===== src/rtl/rmw_cmd_queue_if.sv =====
// Host AXI4-Lite register port plus engine command/completion signals for rmw_cmd_queue.
// slave is the queue's view; master is the host/engine side.
interface rmw_cmd_queue_if;
  logic        s_awvalid;
  logic        s_awready;
  logic [31:0] s_awaddr;
  logic        s_wvalid;
  logic        s_wready;
  logic [31:0] s_wdata;
  logic [3:0]  s_wstrb;
  logic        s_bvalid;
  logic        s_bready;
  logic [1:0]  s_bresp;
  logic        s_arvalid;
  logic        s_arready;
  logic [31:0] s_araddr;
  logic        s_rvalid;
  logic        s_rready;
  logic [31:0] s_rdata;
  logic [1:0]  s_rresp;
  logic        cmd_valid;
  logic        cmd_ready;
  logic [63:0] cmd_addr;
  logic        done_pulse;

  modport slave (
    input  s_awvalid, s_awaddr, s_wvalid, s_wdata, s_wstrb, s_bready,
           s_arvalid, s_araddr, s_rready, cmd_ready, done_pulse,
    output s_awready, s_wready, s_bvalid, s_bresp, s_arready, s_rvalid,
           s_rdata, s_rresp, cmd_valid, cmd_addr
  );

  modport master (
    output s_awvalid, s_awaddr, s_wvalid, s_wdata, s_wstrb, s_bready,
           s_arvalid, s_araddr, s_rready, cmd_ready, done_pulse,
    input  s_awready, s_wready, s_bvalid, s_bresp, s_arready, s_rvalid,
           s_rdata, s_rresp, cmd_valid, cmd_addr
  );
endinterface


===== src/rtl/rmw_cmd_queue.sv =====
// Host command front end for the byteswap RMW engine: AXI-Lite registers, a doorbell-fed
// address FIFO issued over a valid/ready command port, and a completion counter.
module rmw_cmd_queue #(
  parameter int DEPTH = 8,
  parameter int CNT_W = 32
) (
  input logic             aclk,
  input logic             aresetn,
  rmw_cmd_queue_if.slave  bus
);

  localparam int AW = $clog2(DEPTH);

  typedef enum logic [2:0] {
    REG_ADDR_LO  = 3'd0,
    REG_ADDR_HI  = 3'd1,
    REG_DOORBELL = 3'd2,
    REG_STATUS   = 3'd3,
    REG_DONE     = 3'd4
  } reg_sel_e;

  logic             aw_held, w_held;
  logic [2:0]       aw_sel;
  logic [31:0]      w_data;
  logic             bvalid, rvalid;
  logic [1:0]       bresp;
  logic [31:0]      rdata;
  logic [31:0]      addr_lo, addr_hi;
  logic             ovf;
  logic [CNT_W-1:0] done_cnt;
  logic [63:0]      mem [DEPTH];
  logic [AW:0]      wr_ptr, rd_ptr;

  logic             awready, wready, arready, cmd_valid;
  logic             full, empty, wr_fire, push, pop, db_ovf, done_clr;
  logic [AW:0]      fifo_cnt;
  logic [31:0]      status, rd_val;
  reg_sel_e         wr_sel, rd_sel;
  logic             unused_bits;

  // Handshake outputs are forced low while reset is asserted so nothing is accepted then.
  always_comb begin
    awready   = aresetn & ~aw_held & ~bvalid;
    wready    = aresetn & ~w_held & ~bvalid;
    arready   = aresetn & ~rvalid;
    empty     = (wr_ptr == rd_ptr);
    full      = (wr_ptr[AW] != rd_ptr[AW]) && (wr_ptr[AW-1:0] == rd_ptr[AW-1:0]);
    cmd_valid = aresetn & ~empty;
    fifo_cnt  = wr_ptr - rd_ptr;
    wr_fire   = aresetn & aw_held & w_held;
    wr_sel    = reg_sel_e'(aw_sel);
    rd_sel    = reg_sel_e'(bus.s_araddr[4:2]);
    push      = wr_fire & (wr_sel == REG_DOORBELL) & ~full;
    db_ovf    = wr_fire & (wr_sel == REG_DOORBELL) & full;
    pop       = cmd_valid & bus.cmd_ready;
    done_clr  = wr_fire & (wr_sel == REG_DONE);
    status    = {ovf, 13'd0, full, empty, 16'(fifo_cnt)};
  end

  always_comb begin
    rd_val = '0;
    case (rd_sel)
      REG_ADDR_LO: rd_val = addr_lo;
      REG_ADDR_HI: rd_val = addr_hi;
      REG_STATUS:  rd_val = status;
      REG_DONE:    rd_val = 32'(done_cnt);
      default:     rd_val = '0;
    endcase
  end

  always_ff @(posedge aclk) begin
    if (!aresetn) begin
      aw_held  <= 1'b0;
      w_held   <= 1'b0;
      aw_sel   <= '0;
      w_data   <= '0;
      bvalid   <= 1'b0;
      bresp    <= '0;
      rvalid   <= 1'b0;
      rdata    <= '0;
      addr_lo  <= '0;
      addr_hi  <= '0;
      ovf      <= 1'b0;
      done_cnt <= '0;
      wr_ptr   <= '0;
      rd_ptr   <= '0;
    end else begin
      if (bus.s_awvalid && awready) begin
        aw_held <= 1'b1;
        aw_sel  <= bus.s_awaddr[4:2];
      end
      if (bus.s_wvalid && wready) begin
        w_held <= 1'b1;
        w_data <= bus.s_wdata;
      end

      if (wr_fire) begin
        aw_held <= 1'b0;
        w_held  <= 1'b0;
        bvalid  <= 1'b1;
        bresp   <= db_ovf ? 2'b10 : 2'b00;
        case (wr_sel)
          REG_ADDR_LO: addr_lo <= w_data;
          REG_ADDR_HI: addr_hi <= w_data;
          default:     ;
        endcase
      end else if (bvalid && bus.s_bready) begin
        bvalid <= 1'b0;
      end

      if (db_ovf) ovf <= 1'b1;

      if (bus.s_arvalid && arready) begin
        rvalid <= 1'b1;
        rdata  <= rd_val;
      end else if (rvalid && bus.s_rready) begin
        rvalid <= 1'b0;
      end

      if (push) wr_ptr <= wr_ptr + 1'b1;
      if (pop)  rd_ptr <= rd_ptr + 1'b1;

      // A clear coinciding with a completion keeps that completion.
      if (done_clr)            done_cnt <= CNT_W'(bus.done_pulse);
      else if (bus.done_pulse) done_cnt <= done_cnt + 1'b1;
    end
  end

  always_ff @(posedge aclk) begin
    if (push) mem[wr_ptr[AW-1:0]] <= {addr_hi, addr_lo};
  end

  assign bus.s_awready = awready;
  assign bus.s_wready  = wready;
  assign bus.s_bvalid  = bvalid;
  assign bus.s_bresp   = bresp;
  assign bus.s_arready = arready;
  assign bus.s_rvalid  = rvalid;
  assign bus.s_rdata   = rdata;
  assign bus.s_rresp   = 2'b00;
  assign bus.cmd_valid = cmd_valid;
  assign bus.cmd_addr  = mem[rd_ptr[AW-1:0]];

  assign unused_bits = ^{bus.s_wstrb, bus.s_awaddr[31:5], bus.s_awaddr[1:0],
                         bus.s_araddr[31:5], bus.s_araddr[1:0]};

endmodule

===== src/flat_wrapper.sv =====
// flat-port wrapper written by rule: the top's interface ports become plain ports
module rmw_cmd_queue_flat 
#(
  parameter int DEPTH = 8,
  parameter int CNT_W = 32
)
  (aclk, aresetn, bus_s_awvalid, bus_s_awaddr, bus_s_wvalid, bus_s_wdata, bus_s_wstrb, bus_s_bready, bus_s_arvalid, bus_s_araddr, bus_s_rready, bus_cmd_ready, bus_done_pulse, bus_s_awready, bus_s_wready, bus_s_bvalid, bus_s_bresp, bus_s_arready, bus_s_rvalid, bus_s_rdata, bus_s_rresp, bus_cmd_valid, bus_cmd_addr);
  rmw_cmd_queue_if bus_i ();
  input logic aclk;
  input logic aresetn;
  input wire logic [$bits(bus_i.s_awvalid)-1:0] bus_s_awvalid;
  input wire logic [$bits(bus_i.s_awaddr)-1:0] bus_s_awaddr;
  input wire logic [$bits(bus_i.s_wvalid)-1:0] bus_s_wvalid;
  input wire logic [$bits(bus_i.s_wdata)-1:0] bus_s_wdata;
  input wire logic [$bits(bus_i.s_wstrb)-1:0] bus_s_wstrb;
  input wire logic [$bits(bus_i.s_bready)-1:0] bus_s_bready;
  input wire logic [$bits(bus_i.s_arvalid)-1:0] bus_s_arvalid;
  input wire logic [$bits(bus_i.s_araddr)-1:0] bus_s_araddr;
  input wire logic [$bits(bus_i.s_rready)-1:0] bus_s_rready;
  input wire logic [$bits(bus_i.cmd_ready)-1:0] bus_cmd_ready;
  input wire logic [$bits(bus_i.done_pulse)-1:0] bus_done_pulse;
  output wire logic [$bits(bus_i.s_awready)-1:0] bus_s_awready;
  output wire logic [$bits(bus_i.s_wready)-1:0] bus_s_wready;
  output wire logic [$bits(bus_i.s_bvalid)-1:0] bus_s_bvalid;
  output wire logic [$bits(bus_i.s_bresp)-1:0] bus_s_bresp;
  output wire logic [$bits(bus_i.s_arready)-1:0] bus_s_arready;
  output wire logic [$bits(bus_i.s_rvalid)-1:0] bus_s_rvalid;
  output wire logic [$bits(bus_i.s_rdata)-1:0] bus_s_rdata;
  output wire logic [$bits(bus_i.s_rresp)-1:0] bus_s_rresp;
  output wire logic [$bits(bus_i.cmd_valid)-1:0] bus_cmd_valid;
  output wire logic [$bits(bus_i.cmd_addr)-1:0] bus_cmd_addr;
  assign bus_i.s_awvalid = bus_s_awvalid;
  assign bus_i.s_awaddr = bus_s_awaddr;
  assign bus_i.s_wvalid = bus_s_wvalid;
  assign bus_i.s_wdata = bus_s_wdata;
  assign bus_i.s_wstrb = bus_s_wstrb;
  assign bus_i.s_bready = bus_s_bready;
  assign bus_i.s_arvalid = bus_s_arvalid;
  assign bus_i.s_araddr = bus_s_araddr;
  assign bus_i.s_rready = bus_s_rready;
  assign bus_i.cmd_ready = bus_cmd_ready;
  assign bus_i.done_pulse = bus_done_pulse;
  assign bus_s_awready = bus_i.s_awready;
  assign bus_s_wready = bus_i.s_wready;
  assign bus_s_bvalid = bus_i.s_bvalid;
  assign bus_s_bresp = bus_i.s_bresp;
  assign bus_s_arready = bus_i.s_arready;
  assign bus_s_rvalid = bus_i.s_rvalid;
  assign bus_s_rdata = bus_i.s_rdata;
  assign bus_s_rresp = bus_i.s_rresp;
  assign bus_cmd_valid = bus_i.cmd_valid;
  assign bus_cmd_addr = bus_i.cmd_addr;
  rmw_cmd_queue #(.DEPTH(DEPTH), .CNT_W(CNT_W)) u_core (.aclk(aclk), .aresetn(aresetn), .bus(bus_i));
endmodule

===== config.mk =====
export PLATFORM = sky130hd
export DESIGN_NAME = rmw_cmd_queue_flat
export DESIGN_NICKNAME = d
export VERILOG_FILES = /design/src/rtl/rmw_cmd_queue_if.sv /design/src/rtl/rmw_cmd_queue.sv /design/src/flat_wrapper.sv
export SDC_FILE = /design/constraint.sdc
export NUM_CORES = 1
export LEC_CHECK = 0
export BUFFER_PORTS_ARGS = -buffer_cell sky130_fd_sc_hd__buf_2
export CAP_MARGIN = 20
export CORE_MARGIN = 2
export CORE_UTILIZATION = 45
export CTS_CLUSTER_DIAMETER = 40
export DETAILED_ROUTE_END_ITERATION = 7
export GPL_TIMING_DRIVEN = 0
export PLACE_DENSITY = 0.68
export SKIP_LAST_GASP = 1
export SLEW_MARGIN = 20
export SYNTH_ARGS = -nofsm -noshare
export SYNTH_HDL_FRONTEND = slang
export SYNTH_SLANG_ARGS = --single-unit

===== constraint.sdc =====
create_clock -name aclk -period 11.5 [get_ports aclk]
set_input_delay 2.3 -clock aclk [delete_from_list [all_inputs] [get_ports aclk]]
set_output_delay 2.3 -clock aclk [all_outputs]
set_load 0.02 [all_outputs]

# Word-level counts from Yosys, hierarchy flattened
# Memory sizes are Yosys's and may differ from the RTL's. A register that Yosys moved wholly into a read port is not among the register bits.
# Index checks and enable logic that the tools add are counted.
[totals]
reg_bits = 178
ramBits = 512
inputBits = 109
output_inout_bits = 106
elab_cells = 76
n_memories = 1
[op_classes]
n_addsub = 4
eq_ne = 9
mux = 12
n_bitwise = 20
reduce_logical = 15
[mem_list]
columns = ["memory", "words", "word_bits", "rd", "rd_ports_with_merged_regs", "write_ports", "line_no", "text"]
rows = [
  ["u_core.mem", 8, 64, 1, 1, 1, "rmw_cmd_queue.sv:31", "logic [63:0] mem [DEPTH];"],
]
[op_table]
columns = ["cell", "n"]
rows = [
  ["$pmux 32 s4", 1],
  ["$add 32x1->32 const B", 1],
  ["$and 1x1->1", 13],
  ["$add 4x1->4 const B", 2],
  ["$mux 1", 8],
  ["$not 1->1", 7],
  ["$eq 3x1->1 const B", 2],
  ["$eq 3x2->1 const B", 2],
  ["$eq 3x3->1 const B", 2],
  ["$logic_and 1x1->1", 6],
  ["$logic_not 3->1", 2],
  ["$mux 3", 2],
  ["$reduce_bool 2->1", 3],
  ["$eq 4x4->1", 1],
  ["$reduce_and 2->1", 2],
  ["$reduce_or 2->1", 2],
  ["$sub 4x4->4", 1],
  ["$eq 3x3->1", 1],
  ["$mux 2", 1],
  ["$ne 1x1->1", 1],
]

# Longest topological paths before layout
[depth]
word_depth = 6
mapped_depth = 7
depth_no_buf = 7

# Worst setup path after synthesis
# Ideal clock, no wire load.
[synth_timing]
path_kind = "input to register"
start = "in aresetn"
end = "mem u_core.mem[0][0], enable pin"
setup_ns = 0.646
arrival_ns = 9.050
t_required_ns = 10.854
path_slack_ns = 1.804
cell_stages = 4
n_path_buf = 1
path_cell_list = "and4b_1 -> clkbuf_1 -> o211ai_1 -> nor4_1"
[synth_between]
elab_chain_cells = 6
[synth_rtl]
columns = ["item", "line_no", "text"]
rows = [
  ["start: declaration", "flat_wrapper.sv:10", "input logic aresetn;"],
  ["$and 1x1->1 (2 in series)", "rmw_cmd_queue.sv:50", "wr_fire = aresetn & aw_held & w_held;"],
  ["$and 1x1->1 (2 in series)", "rmw_cmd_queue.sv:53", "push = wr_fire & (wr_sel == REG_DOORBELL) & ~full;"],
  ["$mux 1", "rmw_cmd_queue.sv:130", "if (push) mem[wr_ptr[AW-1:0]] <= {addr_hi, addr_lo};"],
  ["$mux 1 (implied by the code)", "rmw_cmd_queue.sv:130", ""],
  ["end: declaration", "rmw_cmd_queue.sv:31", ""],
]
# Every way passes these cells.

# Final worst setup path
[layout_timing]
start = "in aresetn"
end = "out bus_cmd_valid"
[layout_between]
elab_chain_cells = 1
[layout_rtl]
columns = ["item", "line_no", "text"]
rows = [
  ["$and 1x1->1", "rmw_cmd_queue.sv:48", "cmd_valid = aresetn & ~empty;"],
  ["end: declaration", "flat_wrapper.sv:30", "output wire logic [$bits(bus_i.cmd_valid)-1:0] bus_cmd_valid;"],
]
# Every way passes these cells.

==> impl_metrics.json <==
{
  "status": "finished clean",
  "critPathMaxStageDelay_ps": 580,
  "cp-end-kind": "output pin",
  "slew_headroom_pct": 27.8,
  "crit_chain": "buf_2, buf_2, inv_1, clkbuf_1, clkbuf_1, nor2_1, buf_2",
  "required_ps": 9200,
  "multiInputGateArea_sq_um": 7310,
  "syn_inst": 1656,
  "use_met2_pct": 35.3,
  "fin_crit_sh_pct": 54.7,
  "dp_cells": 2637,
  "p_per_area_nw_per_um2": 164,
  "leakage_nw": 10.2,
  "yosysWarnings": 0,
  "finalNonFillerCells": 2777,
  "num_vias": 15918,
  "clock-sinks": 692,
  "yosysUniqueCellTypes": 52,
  "grt_max_degree": 21,
  "die_y_um": 248,
  "dieArea_sq_um": 61300,
  "std_cell_rows": 89,
  "crit_type": "in2out",
  "regArea_sq_um": 19000,
  "use_met1_pct": 30.6,
  "ant_nets": 0,
  "drtPass1Iterations": 7,
  "post_cts_buffers": 0,
  "slowest_stage": "clkbuf_1",
  "busiest_layer": "met2",
  "synth_top_area_share_pct": 57.6,
  "grt_antenna_before_repair": 1,
  "syn_area_sq_um": 26700,
  "post_cts_resized": 0,
  "track_usage_pct": 21.9,
  "htreeDepth": 3,
  "ys_top_cells_by_area": "edfxtp_1 58%, dfxtp_1 13%, mux4_2 11%",
  "pre_cts_ws_ps": 5250,
  "avgRoutedWirePerCell_um": 24.1,
  "synth-edff-count": 512,
  "period_needed_ps": 6290,
  "routabilityCongestion": 0.897,
  "path_clk_slew_ps": 60,
  "synth_top_area_cell": "edfxtp_1",
  "cp_common_cell": "buf_2",
  "setup_viol": 0,
  "drt_iter0_drc": 1585,
  "die_w_um": 248,
  "clk_latency_ps": 610,
  "area_growth_pct": 18.4,
  "synth_ff_type": "edfxtp_1",
  "grt_remaining_overflow": 0,
  "rsz0062_at_grt": "false",
  "p_total_mw": 5.18,
  "numPortBuffers": 146,
  "ys_ff_latch": 692,
  "cts_made_buffers": 76,
  "max_cap_violations": 0,
  "vdd_drop_max_uv": 113,
  "cp-start-kind": "primary input",
  "design.core.area_sq_um": 58800,
  "cts_root_buf": "clkbuf_16",
  "worst_slew_pin_slew_ps": 1080,
  "cts_buffer_depth": 3,
  "skew_ps": 24.9,
  "setup_slack_ps": 5210,
  "holdBufCountCts": 0,
  "drc_errors": 0,
  "grt_pass1_vias": 15658,
  "start_util_pct": 45.4,
  "grt_pass1_wl_mm": 98.4,
  "clock.fmax_mhz": 159,
  "fill_cells": 4630,
  "worst_ep_arrival_time_ps": 3990,
  "synthArstFlopShare_pct": 0,
  "place_area_sq_um": 29100,
  "setup_tns_ps": 0,
  "finalHoldViolations": 0,
  "nets": 2058,
  "maxSlewViolCount": 0,
  "routed_wl_mm": 66.9,
  "use_met3_pct": 3.53,
  "synth.avg_cell_area_sq_um": 16.1,
  "io_pins": 215,
  "viasPerCell": 5.73,
  "crit_fanout": 10,
  "antenna_cells": 0,
  "ys_seq_area_share_pct": 71.1,
  "cts_tree": "built",
  "finalInstanceArea_sq_um": 31600,
  "hold_class": "reg2reg",
  "drive_gt1_share_pct": 27.6,
  "dp_hpwl_mm": 46.8
}
[Yosys cell counts (8+ instances only)]
cell type and instances:
a21oi_1 116, a22oi_1 25, buf_2 17, clkbuf_1 74, dfxtp_1 180, edfxtp_1 512
inv_1 14, mux2_2 64, mux2i_1 43, mux4_2 128, nand2_1 227, nand3_1 11
nand4_1 11, nor2_1 57, nor3_1 14, o21ai_0 17, o2bb2ai_1 27, or3_1 9
xnor2_1 9, xor2_1 8
[stage by stage]
| stage | hold WS (ps) | util, % |
|---|---|---|
| global route | 473 | 53.8 |
| finish | 462 | 53.8 |
| floorplan | 440 | - |
| detailed placement | 461 | 49.4 |
| global placement | 451 | 48.3 |
| CTS | 461 | 53.8 |
[power by group]
group          internal, mW  switching [mW]
registers              2.65         0.00966
clock network          1.43            1.00
logic                0.0261          0.0577
[critical path: cells and delay by family]
family	cells	cell delay, ps
buffers and inverters	6	1600
AND/OR/NAND/NOR	1	90
[cells in the final DEF, fill, tap and decap left out, drive strengths merged, types with 14 or more instances in the layout]
| cell | n |
|---|---|
| edfxtp | 512 |
| buf | 234 |
| nand2 | 227 |
| dfxtp | 180 |
| clkbuf | 167 |
| mux4 | 128 |
| a21oi | 116 |
| mux2 | 64 |
| nor2 | 57 |
| mux2i | 43 |
| o2bb2ai | 27 |
| a22oi | 25 |
| inv | 25 |
| clkinv | 23 |
| o21ai | 17 |
| nor3 | 14 |
[final cells by class]
cell class	instances	share of cell area, %
plain buffers	102	1.34
clock buffers	93	6.65
clock inverters	47	1.42
inverters	14	0.166
multi-input cells	850	23.1
flip-flops and latches	692	60.0
well taps	773	3.06
repair buffers	206	4.23
[registers in the layout, summed over array words and instances, names as in the netlist, 3 cells and up, named ones only]
register and count:
u_core.mem 512, u_core.addr_hi 32, u_core.addr_lo 32, u_core.bus.s_rdata 32
u_core.done_cnt 32, u_core.w_data 32, u_core.rd_ptr 4, u_core.wr_ptr 4
u_core.aw_sel 3
[routing by layer]
metal	vias up	wire length [um]
met5	-	0
met4	0	1670
met3	89	4790
met2	679	32400
met1	8193	28100
li1	6957	-
[path summary, 6_finish.rpt]
path                  endpoint  slack, ps        startpoint  depth (start not counted)
max              bus_cmd_valid       5210           aresetn                          7
min          u_core.addr_hi[1]        460  u_core.w_data[1]                          2
max reg2reg   u_core.mem[1][9]       7580  u_core.wr_ptr[0]                         11
min reg2reg  u_core.addr_hi[1]        460  u_core.w_data[1]                          2
[cell families (layout without fill, tap and decap cells)]
group,count (synthesis),count (layout),synth area share [%]
other,1,3,0.0140
multiplexers,235,235,15.1
buffers and inverters,116,462,1.78
AO/OA/AOI/OAI,219,219,5.09
AND/OR/NAND/NOR,369,369,6.03
flip-flops,692,692,71.1
XOR/XNOR,17,17,0.558
adder cells (fa/ha/maj),7,7,0.356
Note: power is estimated with default switching activity, not from simulation.
